## src/rtl/riscv_pkg.sv

```systemverilog
// Shared RV32I decode definitions: opcodes, ALU-op encodings, immediate formats
// and the control bundle carried through ID/EX.
package riscv_pkg;

  localparam int XLEN     = 32;
  localparam int NUM_REGS = 32;

  localparam logic [6:0] OP_R      = 7'b0110011;
  localparam logic [6:0] OP_I_ALU  = 7'b0010011;
  localparam logic [6:0] OP_LOAD   = 7'b0000011;
  localparam logic [6:0] OP_STORE  = 7'b0100011;
  localparam logic [6:0] OP_BRANCH = 7'b1100011;
  localparam logic [6:0] OP_JAL    = 7'b1101111;
  localparam logic [6:0] OP_JALR   = 7'b1100111;
  localparam logic [6:0] OP_LUI    = 7'b0110111;
  localparam logic [6:0] OP_AUIPC  = 7'b0010111;

  typedef enum logic [1:0] {
    ALU_ADD    = 2'b00,
    ALU_BRANCH = 2'b01,
    ALU_FUNCT  = 2'b10,
    ALU_IMM    = 2'b11
  } alu_op_e;

  typedef enum logic [2:0] {
    IMM_NONE = 3'd0,
    IMM_I    = 3'd1,
    IMM_S    = 3'd2,
    IMM_B    = 3'd3,
    IMM_U    = 3'd4,
    IMM_J    = 3'd5
  } imm_fmt_e;

  typedef struct packed {
    logic    src_a;
    logic    src_b;
    alu_op_e alu_op;
    logic    mem_read;
    logic    mem_write;
    logic    reg_write;
    logic    mem_to_reg;
    logic    branch;
    logic    jump;
  } ctrl_t;

  localparam ctrl_t CTRL_NOP = '0;

  function automatic logic [XLEN-1:0] gen_imm(input logic [31:0] instr, input imm_fmt_e fmt);
    logic [XLEN-1:0] imm;
    case (fmt)
      IMM_I:   imm = {{20{instr[31]}}, instr[31:20]};
      IMM_S:   imm = {{20{instr[31]}}, instr[31:25], instr[11:7]};
      IMM_B:   imm = {{19{instr[31]}}, instr[31], instr[7], instr[30:25], instr[11:8], 1'b0};
      IMM_U:   imm = {instr[31:12], 12'h000};
      IMM_J:   imm = {{11{instr[31]}}, instr[31], instr[19:12], instr[20], instr[30:21], 1'b0};
      default: imm = {XLEN{1'b0}};
    endcase
    return imm;
  endfunction

endpackage

```

## src/rtl/register_file.sv

```systemverilog
// 32x32 register file: two combinational read ports with write-through bypass,
// one write port, x0 hardwired to zero, cleared by synchronous active-low reset.
module register_file
  import riscv_pkg::*;
#(
  parameter int XLEN     = 32,
  parameter int NUM_REGS = 32
) (
  input  logic            i_clk,
  input  logic            i_reset,
  input  logic [4:0]      i_rs1,
  input  logic [4:0]      i_rs2,
  output logic [XLEN-1:0] o_rs1_data,
  output logic [XLEN-1:0] o_rs2_data,
  input  logic            i_we,
  input  logic [4:0]      i_rd,
  input  logic [XLEN-1:0] i_wd
);

  logic [XLEN-1:0] r_regs [NUM_REGS];
  logic            w_wr_en;

  assign w_wr_en = i_we && (i_rd != 5'd0);

  // Storage update: clear on reset, otherwise accept writeback (never to x0).
  always_ff @(posedge i_clk) begin
    if (!i_reset) begin
      for (int i = 0; i < NUM_REGS; i++) begin
        r_regs[i] <= {XLEN{1'b0}};
      end
    end else if (w_wr_en) begin
      r_regs[i_rd] <= i_wd;
    end
  end

  // Read ports: x0 reads zero, same-cycle writeback wins over stored value.
  always_comb begin
    o_rs1_data = {XLEN{1'b0}};
    o_rs2_data = {XLEN{1'b0}};
    if (i_rs1 == 5'd0) begin
      o_rs1_data = {XLEN{1'b0}};
    end else if (w_wr_en && (i_rd == i_rs1)) begin
      o_rs1_data = i_wd;
    end else begin
      o_rs1_data = r_regs[i_rs1];
    end
    if (i_rs2 == 5'd0) begin
      o_rs2_data = {XLEN{1'b0}};
    end else if (w_wr_en && (i_rd == i_rs2)) begin
      o_rs2_data = i_wd;
    end else begin
      o_rs2_data = r_regs[i_rs2];
    end
  end

endmodule

```

## src/rtl/instruction_decode_stage.sv

```systemverilog
// RV32I decode stage: control/immediate decode, register read, load-use hazard
// detection and the ID/EX pipeline register.
module instruction_decode_stage #(
  parameter int XLEN     = 32,
  parameter int NUM_REGS = 32
) (
  input  logic            i_clk,
  input  logic            i_reset,
  input  logic [XLEN-1:0] i_if_id_pc,
  input  logic [31:0]     i_if_id_instruction,
  input  logic            i_wb_reg_write,
  input  logic [4:0]      i_wb_rd,
  input  logic [XLEN-1:0] i_wb_data,
  input  logic            i_flush,
  output logic            o_stall,
  output logic [XLEN-1:0] o_id_ex_pc,
  output logic [XLEN-1:0] o_id_ex_rs1_data,
  output logic [XLEN-1:0] o_id_ex_rs2_data,
  output logic [XLEN-1:0] o_id_ex_imm,
  output logic [4:0]      o_id_ex_rs1,
  output logic [4:0]      o_id_ex_rs2,
  output logic [4:0]      o_id_ex_rd,
  output logic [2:0]      o_id_ex_funct3,
  output logic            o_id_ex_funct7b5,
  output logic            o_id_ex_alu_src_a,
  output logic            o_id_ex_alu_src_b,
  output logic [1:0]      o_id_ex_alu_op,
  output logic            o_id_ex_mem_read,
  output logic            o_id_ex_mem_write,
  output logic            o_id_ex_reg_write,
  output logic            o_id_ex_mem_to_reg,
  output logic            o_id_ex_branch,
  output logic            o_id_ex_jump,
  output logic            o_id_ex_valid
);
  import riscv_pkg::*;

  logic [6:0]      w_opcode;
  logic [4:0]      w_rs1, w_rs2, w_rd;
  logic [XLEN-1:0] w_rs1_data, w_rs2_data;
  ctrl_t           w_ctrl;
  imm_fmt_e        w_imm_fmt;
  logic            w_legal, w_uses_rs1, w_uses_rs2, w_stall, w_bubble;

  ctrl_t           r_ctrl;
  logic            r_valid;
  logic [XLEN-1:0] r_pc, r_rs1_data, r_rs2_data, r_imm;
  logic [4:0]      r_rs1, r_rs2, r_rd;
  logic [2:0]      r_funct3;
  logic            r_funct7b5;

  assign w_opcode = i_if_id_instruction[6:0];
  assign w_rd     = i_if_id_instruction[11:7];
  assign w_rs1    = i_if_id_instruction[19:15];
  assign w_rs2    = i_if_id_instruction[24:20];

  register_file #(.XLEN(XLEN), .NUM_REGS(NUM_REGS)) u_regfile (
    .i_clk      (i_clk),
    .i_reset    (i_reset),
    .i_rs1      (w_rs1),
    .i_rs2      (w_rs2),
    .o_rs1_data (w_rs1_data),
    .o_rs2_data (w_rs2_data),
    .i_we       (i_wb_reg_write),
    .i_rd       (i_wb_rd),
    .i_wd       (i_wb_data)
  );

  // Opcode decode: controls, immediate format and which source registers are read.
  always_comb begin
    w_ctrl     = CTRL_NOP;
    w_imm_fmt  = IMM_NONE;
    w_legal    = 1'b1;
    w_uses_rs1 = 1'b0;
    w_uses_rs2 = 1'b0;
    case (w_opcode)
      OP_R: begin
        w_ctrl.alu_op = ALU_FUNCT; w_ctrl.reg_write = 1'b1;
        w_uses_rs1 = 1'b1; w_uses_rs2 = 1'b1;
      end
      OP_I_ALU: begin
        w_ctrl.alu_op = ALU_FUNCT; w_ctrl.src_b = 1'b1; w_ctrl.reg_write = 1'b1;
        w_imm_fmt = IMM_I; w_uses_rs1 = 1'b1;
      end
      OP_LOAD: begin
        w_ctrl.src_b = 1'b1; w_ctrl.mem_read = 1'b1; w_ctrl.mem_to_reg = 1'b1;
        w_ctrl.reg_write = 1'b1; w_imm_fmt = IMM_I; w_uses_rs1 = 1'b1;
      end
      OP_STORE: begin
        w_ctrl.src_b = 1'b1; w_ctrl.mem_write = 1'b1;
        w_imm_fmt = IMM_S; w_uses_rs1 = 1'b1; w_uses_rs2 = 1'b1;
      end
      OP_BRANCH: begin
        w_ctrl.alu_op = ALU_BRANCH; w_ctrl.branch = 1'b1;
        w_imm_fmt = IMM_B; w_uses_rs1 = 1'b1; w_uses_rs2 = 1'b1;
      end
      OP_JAL: begin
        w_ctrl.src_a = 1'b1; w_ctrl.src_b = 1'b1; w_ctrl.jump = 1'b1;
        w_ctrl.reg_write = 1'b1; w_imm_fmt = IMM_J;
      end
      OP_JALR: begin
        w_ctrl.src_b = 1'b1; w_ctrl.jump = 1'b1; w_ctrl.reg_write = 1'b1;
        w_imm_fmt = IMM_I; w_uses_rs1 = 1'b1;
      end
      OP_LUI: begin
        w_ctrl.alu_op = ALU_IMM; w_ctrl.src_b = 1'b1; w_ctrl.reg_write = 1'b1;
        w_imm_fmt = IMM_U;
      end
      OP_AUIPC: begin
        w_ctrl.src_a = 1'b1; w_ctrl.src_b = 1'b1; w_ctrl.reg_write = 1'b1;
        w_imm_fmt = IMM_U;
      end
      default: w_legal = 1'b0;
    endcase
  end

  // Flush outranks the hazard: a squashed instruction cannot stall fetch.
  assign w_stall = !i_flush && r_valid && r_ctrl.mem_read && (r_rd != 5'd0) &&
                   ((w_uses_rs1 && (w_rs1 == r_rd)) || (w_uses_rs2 && (w_rs2 == r_rd)));
  assign w_bubble = i_flush || w_stall || !w_legal;
  assign o_stall  = w_stall;

  // ID/EX pipeline register; a bubble zeroes every control bit and valid.
  always_ff @(posedge i_clk) begin
    if (!i_reset) begin
      r_ctrl     <= CTRL_NOP;
      r_valid    <= 1'b0;
      r_pc       <= {XLEN{1'b0}};
      r_rs1_data <= {XLEN{1'b0}};
      r_rs2_data <= {XLEN{1'b0}};
      r_imm      <= {XLEN{1'b0}};
      r_rs1      <= 5'd0;
      r_rs2      <= 5'd0;
      r_rd       <= 5'd0;
      r_funct3   <= 3'd0;
      r_funct7b5 <= 1'b0;
    end else begin
      r_pc       <= i_if_id_pc;
      r_rs1_data <= w_rs1_data;
      r_rs2_data <= w_rs2_data;
      r_imm      <= gen_imm(i_if_id_instruction, w_imm_fmt);
      r_rs1      <= w_rs1;
      r_rs2      <= w_rs2;
      r_rd       <= w_rd;
      r_funct3   <= i_if_id_instruction[14:12];
      r_funct7b5 <= i_if_id_instruction[30];
      if (w_bubble) begin
        r_ctrl  <= CTRL_NOP;
        r_valid <= 1'b0;
      end else begin
        r_ctrl  <= w_ctrl;
        r_valid <= 1'b1;
      end
    end
  end

  assign o_id_ex_pc         = r_pc;
  assign o_id_ex_rs1_data   = r_rs1_data;
  assign o_id_ex_rs2_data   = r_rs2_data;
  assign o_id_ex_imm        = r_imm;
  assign o_id_ex_rs1        = r_rs1;
  assign o_id_ex_rs2        = r_rs2;
  assign o_id_ex_rd         = r_rd;
  assign o_id_ex_funct3     = r_funct3;
  assign o_id_ex_funct7b5   = r_funct7b5;
  assign o_id_ex_alu_src_a  = r_ctrl.src_a;
  assign o_id_ex_alu_src_b  = r_ctrl.src_b;
  assign o_id_ex_alu_op     = r_ctrl.alu_op;
  assign o_id_ex_mem_read   = r_ctrl.mem_read;
  assign o_id_ex_mem_write  = r_ctrl.mem_write;
  assign o_id_ex_reg_write  = r_ctrl.reg_write;
  assign o_id_ex_mem_to_reg = r_ctrl.mem_to_reg;
  assign o_id_ex_branch     = r_ctrl.branch;
  assign o_id_ex_jump       = r_ctrl.jump;
  assign o_id_ex_valid      = r_valid;

endmodule

```

## config.mk

```make
export PLATFORM = sky130hd
export DESIGN_NAME = instruction_decode_stage
export DESIGN_NICKNAME = d
export VERILOG_FILES = /design/src/rtl/riscv_pkg.sv /design/src/rtl/register_file.sv /design/src/rtl/instruction_decode_stage.sv
export SDC_FILE = /design/constraint.sdc
export NUM_CORES = 2
export LEC_CHECK = 0
export CORE_UTILIZATION = 31
export CTS_CLUSTER_DIAMETER = 120
export DETAILED_ROUTE_END_ITERATION = 8
export GPL_ROUTABILITY_DRIVEN = 1
export SLEW_MARGIN = 20
export SYNTH_ARGS = -nofsm -noshare
export SYNTH_HDL_FRONTEND = slang
export SYNTH_SLANG_ARGS = --single-unit
```

## constraint.sdc

```tcl
create_clock -name i_clk -period 4.31 [get_ports i_clk]
set_input_delay 0.431 -clock i_clk [delete_from_list [all_inputs] [get_ports i_clk]]
set_output_delay 0.431 -clock i_clk [all_outputs]
set_load 0.05 [all_outputs]
```

Yosys cells after proc, flatten, opt, wreduce, memory -nomap -nowiden

Memories as Yosys holds them, arrays and structs flattened. A register that Yosys moved wholly into a read port is not among the register bits.
Cells that the tools add are included.
Widths: inputs -> output; s select.

Register bits: 93
Output and inout bits: 159
Memory bits (writable): 1,024
Word-level logic and storage cells: 85
Memories: 1
Input port bits: 105

Memories:

| name             | words | bits a word | read ports | clocked after Yosys merged registers in | write ports | line                | source |
|---|---|---|---|---|---|---|---|
| u_regfile.r_regs | 32    | 32          | 2          | 2                                       | 32          | register_file.sv:20 | `logic [XLEN-1:0] r_regs [NUM_REGS];` |

Reductions and logical operators: 30
Bitwise operators: 1
Equality and inequality tests: 16
Muxes and demuxes: 21

Operator list:

| cell               | count |
|---|---|
| $pmux 32 s5        | 1 |
| $mux 32            | 1 |
| $reduce_or 32->1   | 1 |
| $eq 7x6->1 const B | 3 |
| $eq 7x7->1 const B | 3 |
| $mux 1             | 16 |
| $pmux 3 s5         | 1 |
| $eq 7x5->1 const B | 2 |
| $reduce_or 2->1    | 7 |
| $reduce_or 7->1    | 2 |
| $eq 5x5->1         | 2 |
| $logic_not 5->1    | 2 |
| $reduce_bool 5->1  | 2 |
| $reduce_or 9->1    | 1 |
| $eq 7x2->1 const B | 1 |
| $logic_and 1x1->1  | 7 |
| $eq 3x2->1 const B | 2 |
| $eq 3x3->1 const B | 2 |
| $pmux 2 s3         | 1 |
| $reduce_or 3->1    | 2 |
| $reduce_or 6->1    | 1 |
| $mux 5             | 1 |
| $eq 3x1->1 const B | 1 |
| $logic_or 1x1->1   | 3 |
| other kinds (2)    | 3 |

Longest topological paths before layout

Word-level depth: 9
Gate-level depth with buffers: 11
Mapped depth without buffers: 5

Hierarchy

Synthesis repeated with hierarchy kept, for this count alone.

Cell total of the unflattened synthesis: 4,369
Area total of the unflattened synthesis: 60,505.5 um2

By module, submodules not included:

| module                   | sequential area each (um2) | instances | area an instance (um2) | cells an instance |
|---|---|---|---|---|
| register_file            | 30,749.5                   | 1         | 55,647.1               | 3,928 |
| instruction_decode_stage | 3,143.0                    | 1         | 4,858.4                | 441 |

Worst setup path before layout

Ideal clock, no wire load.

Path type: input port to flip-flop
From: in i_wb_rd[4]
To: mem u_regfile.r_regs[20][0] (enable)
Setup slack: 64 ps
Data arrival time: 3,780 ps
Stages: 5
Required time: 3,844 ps
Setup time: 466 ps
Buffers on the path: 2
Cells stage by stage: clkbuf_1 -> nor3_1 -> or4_1 -> clkbuf_1 -> o21ai_0

RTL lines:

| element         | line                           | source |
|---|---|---|
| start, declared | instruction_decode_stage.sv:12 | `input logic [4:0] i_wb_rd,` |
| end, declared   | register_file.sv:20            |  |

==> flow_summary_export.csv <==
group,metric,value,unit
outcome,outcome,"finished, final reports clean",
power_and_ir_drop,sw_frac_of_total,0.262,
final_layout,regMostFlops,"u_regfile.r_regs",
floorplan,die_x,440,microns
power_and_ir_drop,switchingPower,7290,uW
power_and_ir_drop,pwr-share-clk,0.383,
logic_synthesis,ys_seq_elements,1181,
routing,drc,0,
critical_path,cp_cell_sequence,"clkdlybuf4s50_1 -> nand2_1 -> nor2_1 -> nand2_1 -> buf_4 -> nor2_4 -> and2_1",
final_layout,layout.cells.non_filler,7000,
placed_design,portBuffers,263,
clock_tree,cts_hold_buf,0,
critical_path,required,4.93,ns
global_route,first_global_vias,38900,
critical_path,cpMaxStageDelayCell,"nor2_4",
routing,drt-vias-per-instance,5.66,
clock_tree,cts_buffers,119,
routing,first_iter_violations,5459,
critical_path,reg2regPathDepth,5,
sta,rsz0062_at_grt,"no",
logic_synthesis,avgSynthCellArea,14.2,sq um
clock_tree,ctsResizeCount,0,
global_route,grt-ovfl-total,0,
critical_path,r2r_slack,2.04,ns
min_path,hold_class,"input pin to flip-flop",
clock_tree,cts_tree,"done",
sta,min_period_over_period,0.690,
routing,drt-total-wl,216000,microns
sta,clock_skew,0.0323,ns
clock_tree,clkTransAtPathRegs,0.06,ns
sta,max_freq,336,MHz
floorplan,pin_count,264,
critical_path,endpoint,"u_regfile.r_regs[18][28]",
clock_tree,clock_path_buffers,3,
sta,relSlewSlack,0.204,
clock_tree,worst_skew_pair.late_latency,0.76,ns
run,cap_violations,0,
critical_path,cp_slowest_stage_delay,0.93,ns
critical_path,cp-startpoint,"i_wb_reg_write",
floorplan,core_area,0.190,sq mm
power_and_ir_drop,p_seq_frac,0.484,
critical_path,r2r-end,"o_id_ex_rs2_data[18]",
final_layout,area_growth_syn_to_layout,18.0,%
sta,tightest_slew,1.19,ns
final_layout,nets,4482,
critical_path,crit_top_cell,"nand2_1",
power_and_ir_drop,combPwrFrac,0.133,
placed_design,dp.cells,6767,
logic_synthesis,yosysMostFrequentCell,"and2_1",
global_route,grt_max_degree,66,
logic_synthesis,synth_area_leaders,"edfxtp_1, mux4_2, and2_1",
critical_path,cp-end-kind,"flip-flop",
logic_synthesis,synthArstFlopShare,0,
floorplan,dieArea,0.194,sq mm
logic_synthesis,synthFlopType,"edfxtp_1",
critical_path,cp.arrival,3.60,ns
power_and_ir_drop,vdd_drop_max,0.361,mV
power_and_ir_drop,p_per_area,396,mW/mm^2
logic_synthesis,syn_area,0.0595,sq mm
clock_tree,post_cts_buffers,0,
logic_synthesis,synth_common_cells,"and2_1, edfxtp_1, mux4_2",
critical_path,cp-start-kind,"input pin",
sta,setup_violations,0,
global_route,grt_pass1_wl,302000,microns
final_layout,n_fill_cell,17800,
power_and_ir_drop,cellLeakagePower,0.0244,uW
critical_path,cp_max_fo,32,
placed_design,hpwl,140000,microns
logic_synthesis,synth_warnings,0,
logic_synthesis,synth-edff-count,1024,
floorplan,start_util,0.312,
logic_synthesis,synth_seq_area_share,0.570,
routing,antenna_left,0,
logic_synthesis,synth.largest_area_cell,"edfxtp_1",
power_and_ir_drop,power.internal,20500,uW
floorplan,row_count,160,
critical_path,critPathBufInv,2,
placed_design,gp_congestion,0.914,
clock_tree,htree_levels,3,
sta,hold_violations,0,
critical_path,crit_type,"input pin to flip-flop",
routing,routedWlPerCell,30.8,microns
critical_path,cp_top_family,"simple AND/OR/NAND/NOR gates",
logic_synthesis,synth.top_cell.area_share,0.517,
sta,slew_viol_final,0,
placed_design,place_area,0.0662,sq mm
floorplan,dieHeight,440,microns
routing,vias,39600,
logic_synthesis,synth_cells,4180,
routing,drt_pass1_iterations,5,
final_layout,largest_reg_flops,1024,
clock_tree,cts_root_buf,"clkbuf_16",
final_layout,stdcell_area,0.0702,sq mm
sta,finalSetupTns,0,ns
clock_tree,cts.sinks,1181,
sta,min_period,2.98,ns
critical_path,r2r_start,"u_regfile.r_regs[13][18]",
global_route,grt_usage,0.219,
logic_synthesis,synth_cell_types,59,
final_layout,drive_above_1_share,0.204,
critical_path,critical_path_depth,7,
global_route,antenna_found_initial,21,
power_and_ir_drop,power.total,27800,uW
==> routing by layer <==
metal	track usage	wire [microns]
met5	0	126
met4	0.0941	9090
met3	0.0490	21700
met2	0.348	101000
met1	0.286	83300
==> worst min-delay path, cell delays in order <==
cell	delay [ns]
buf_4	0.23
nand2_1	0.11
a21oi_1	0.06
==> stage by stage <==
step | hold WS (ns) | setup slack [ns] | util
floorplan | 0.543 | 0.0641 | -
global placement | 0.809 | 0.776 | 0.348
detailed placement | 0.826 | 0.710 | 0.348
global route | 0.188 | 1.30 | 0.369
finish | 0.201 | 1.33 | 0.369
CTS | 0.143 | 1.39 | 0.369
==> cell type report <==
| class | instances | area, sq um | share of cell area |
|---|---|---|---|
| sequential | 1181 | 33900 | 0.483 |
| multi-input combinational | 2589 | 24500 | 0.349 |
| timing repair buffer | 482 | 4660 | 0.0664 |
| clock buffer | 172 | 3440 | 0.0489 |
| tap | 2511 | 3140 | 0.0448 |
| clock inverter | 48 | 509 | 0.00726 |
| antenna | 13 | 32.5 | 0.000463 |
| inverter | 4 | 15.0 | 0.000214 |
==> how the worst min path moves through the flow <==
stage / startpoint / endpoint / cells after the start
finish: i_if_id_instruction[23] / o_id_ex_imm[23] / 3
global route: i_if_id_instruction[23] / o_id_ex_imm[23] / 3
CTS: i_if_id_instruction[23] / o_id_ex_imm[23] / 3
detailed placement: u_regfile.r_regs[9][20] / o_id_ex_rs2_data[20] / 4
global placement: u_regfile.r_regs[9][20] / o_id_ex_rs2_data[20] / 4
floorplan: i_if_id_instruction[31] / o_id_ex_imm[31] / 2
==> power by group through the flow <==
stage / sequential (uW) / combinational, uW / clock [uW]
final: 13500 / 3700 / 10700
after global placement: 13600 / 3620 / 0
after CTS: 13400 / 3650 / 10800
after detailed placement: 13700 / 3640 / 0
after global routing: 13500 / 3810 / 11200
after floorplan: 13800 / 1840 / 0
==> logic make-up after synthesis <==
family          synth area share
xor+xnor                 0.00295
flops                      0.570
simple gates               0.130
other cells            0.0000631
mux                        0.204
compound gates            0.0625
buf+inv                   0.0309
==> placed cells by master, fill, tap and decap left out, drive strengths merged, types with 34 or more instances in the layout <==
master / instances
and2: 1045
edfxtp: 1024
mux4: 382
mux2i: 315
clkdlybuf4s50: 243
buf: 239
clkbuf: 172
dfxtp: 157
nand2: 109
a21oi: 99
a22oi: 83
a221oi: 65
nor2: 48
o21ai: 47
a211oi: 35
o21bai: 34
No activity file was read; power rests on OpenSTA's default activity.
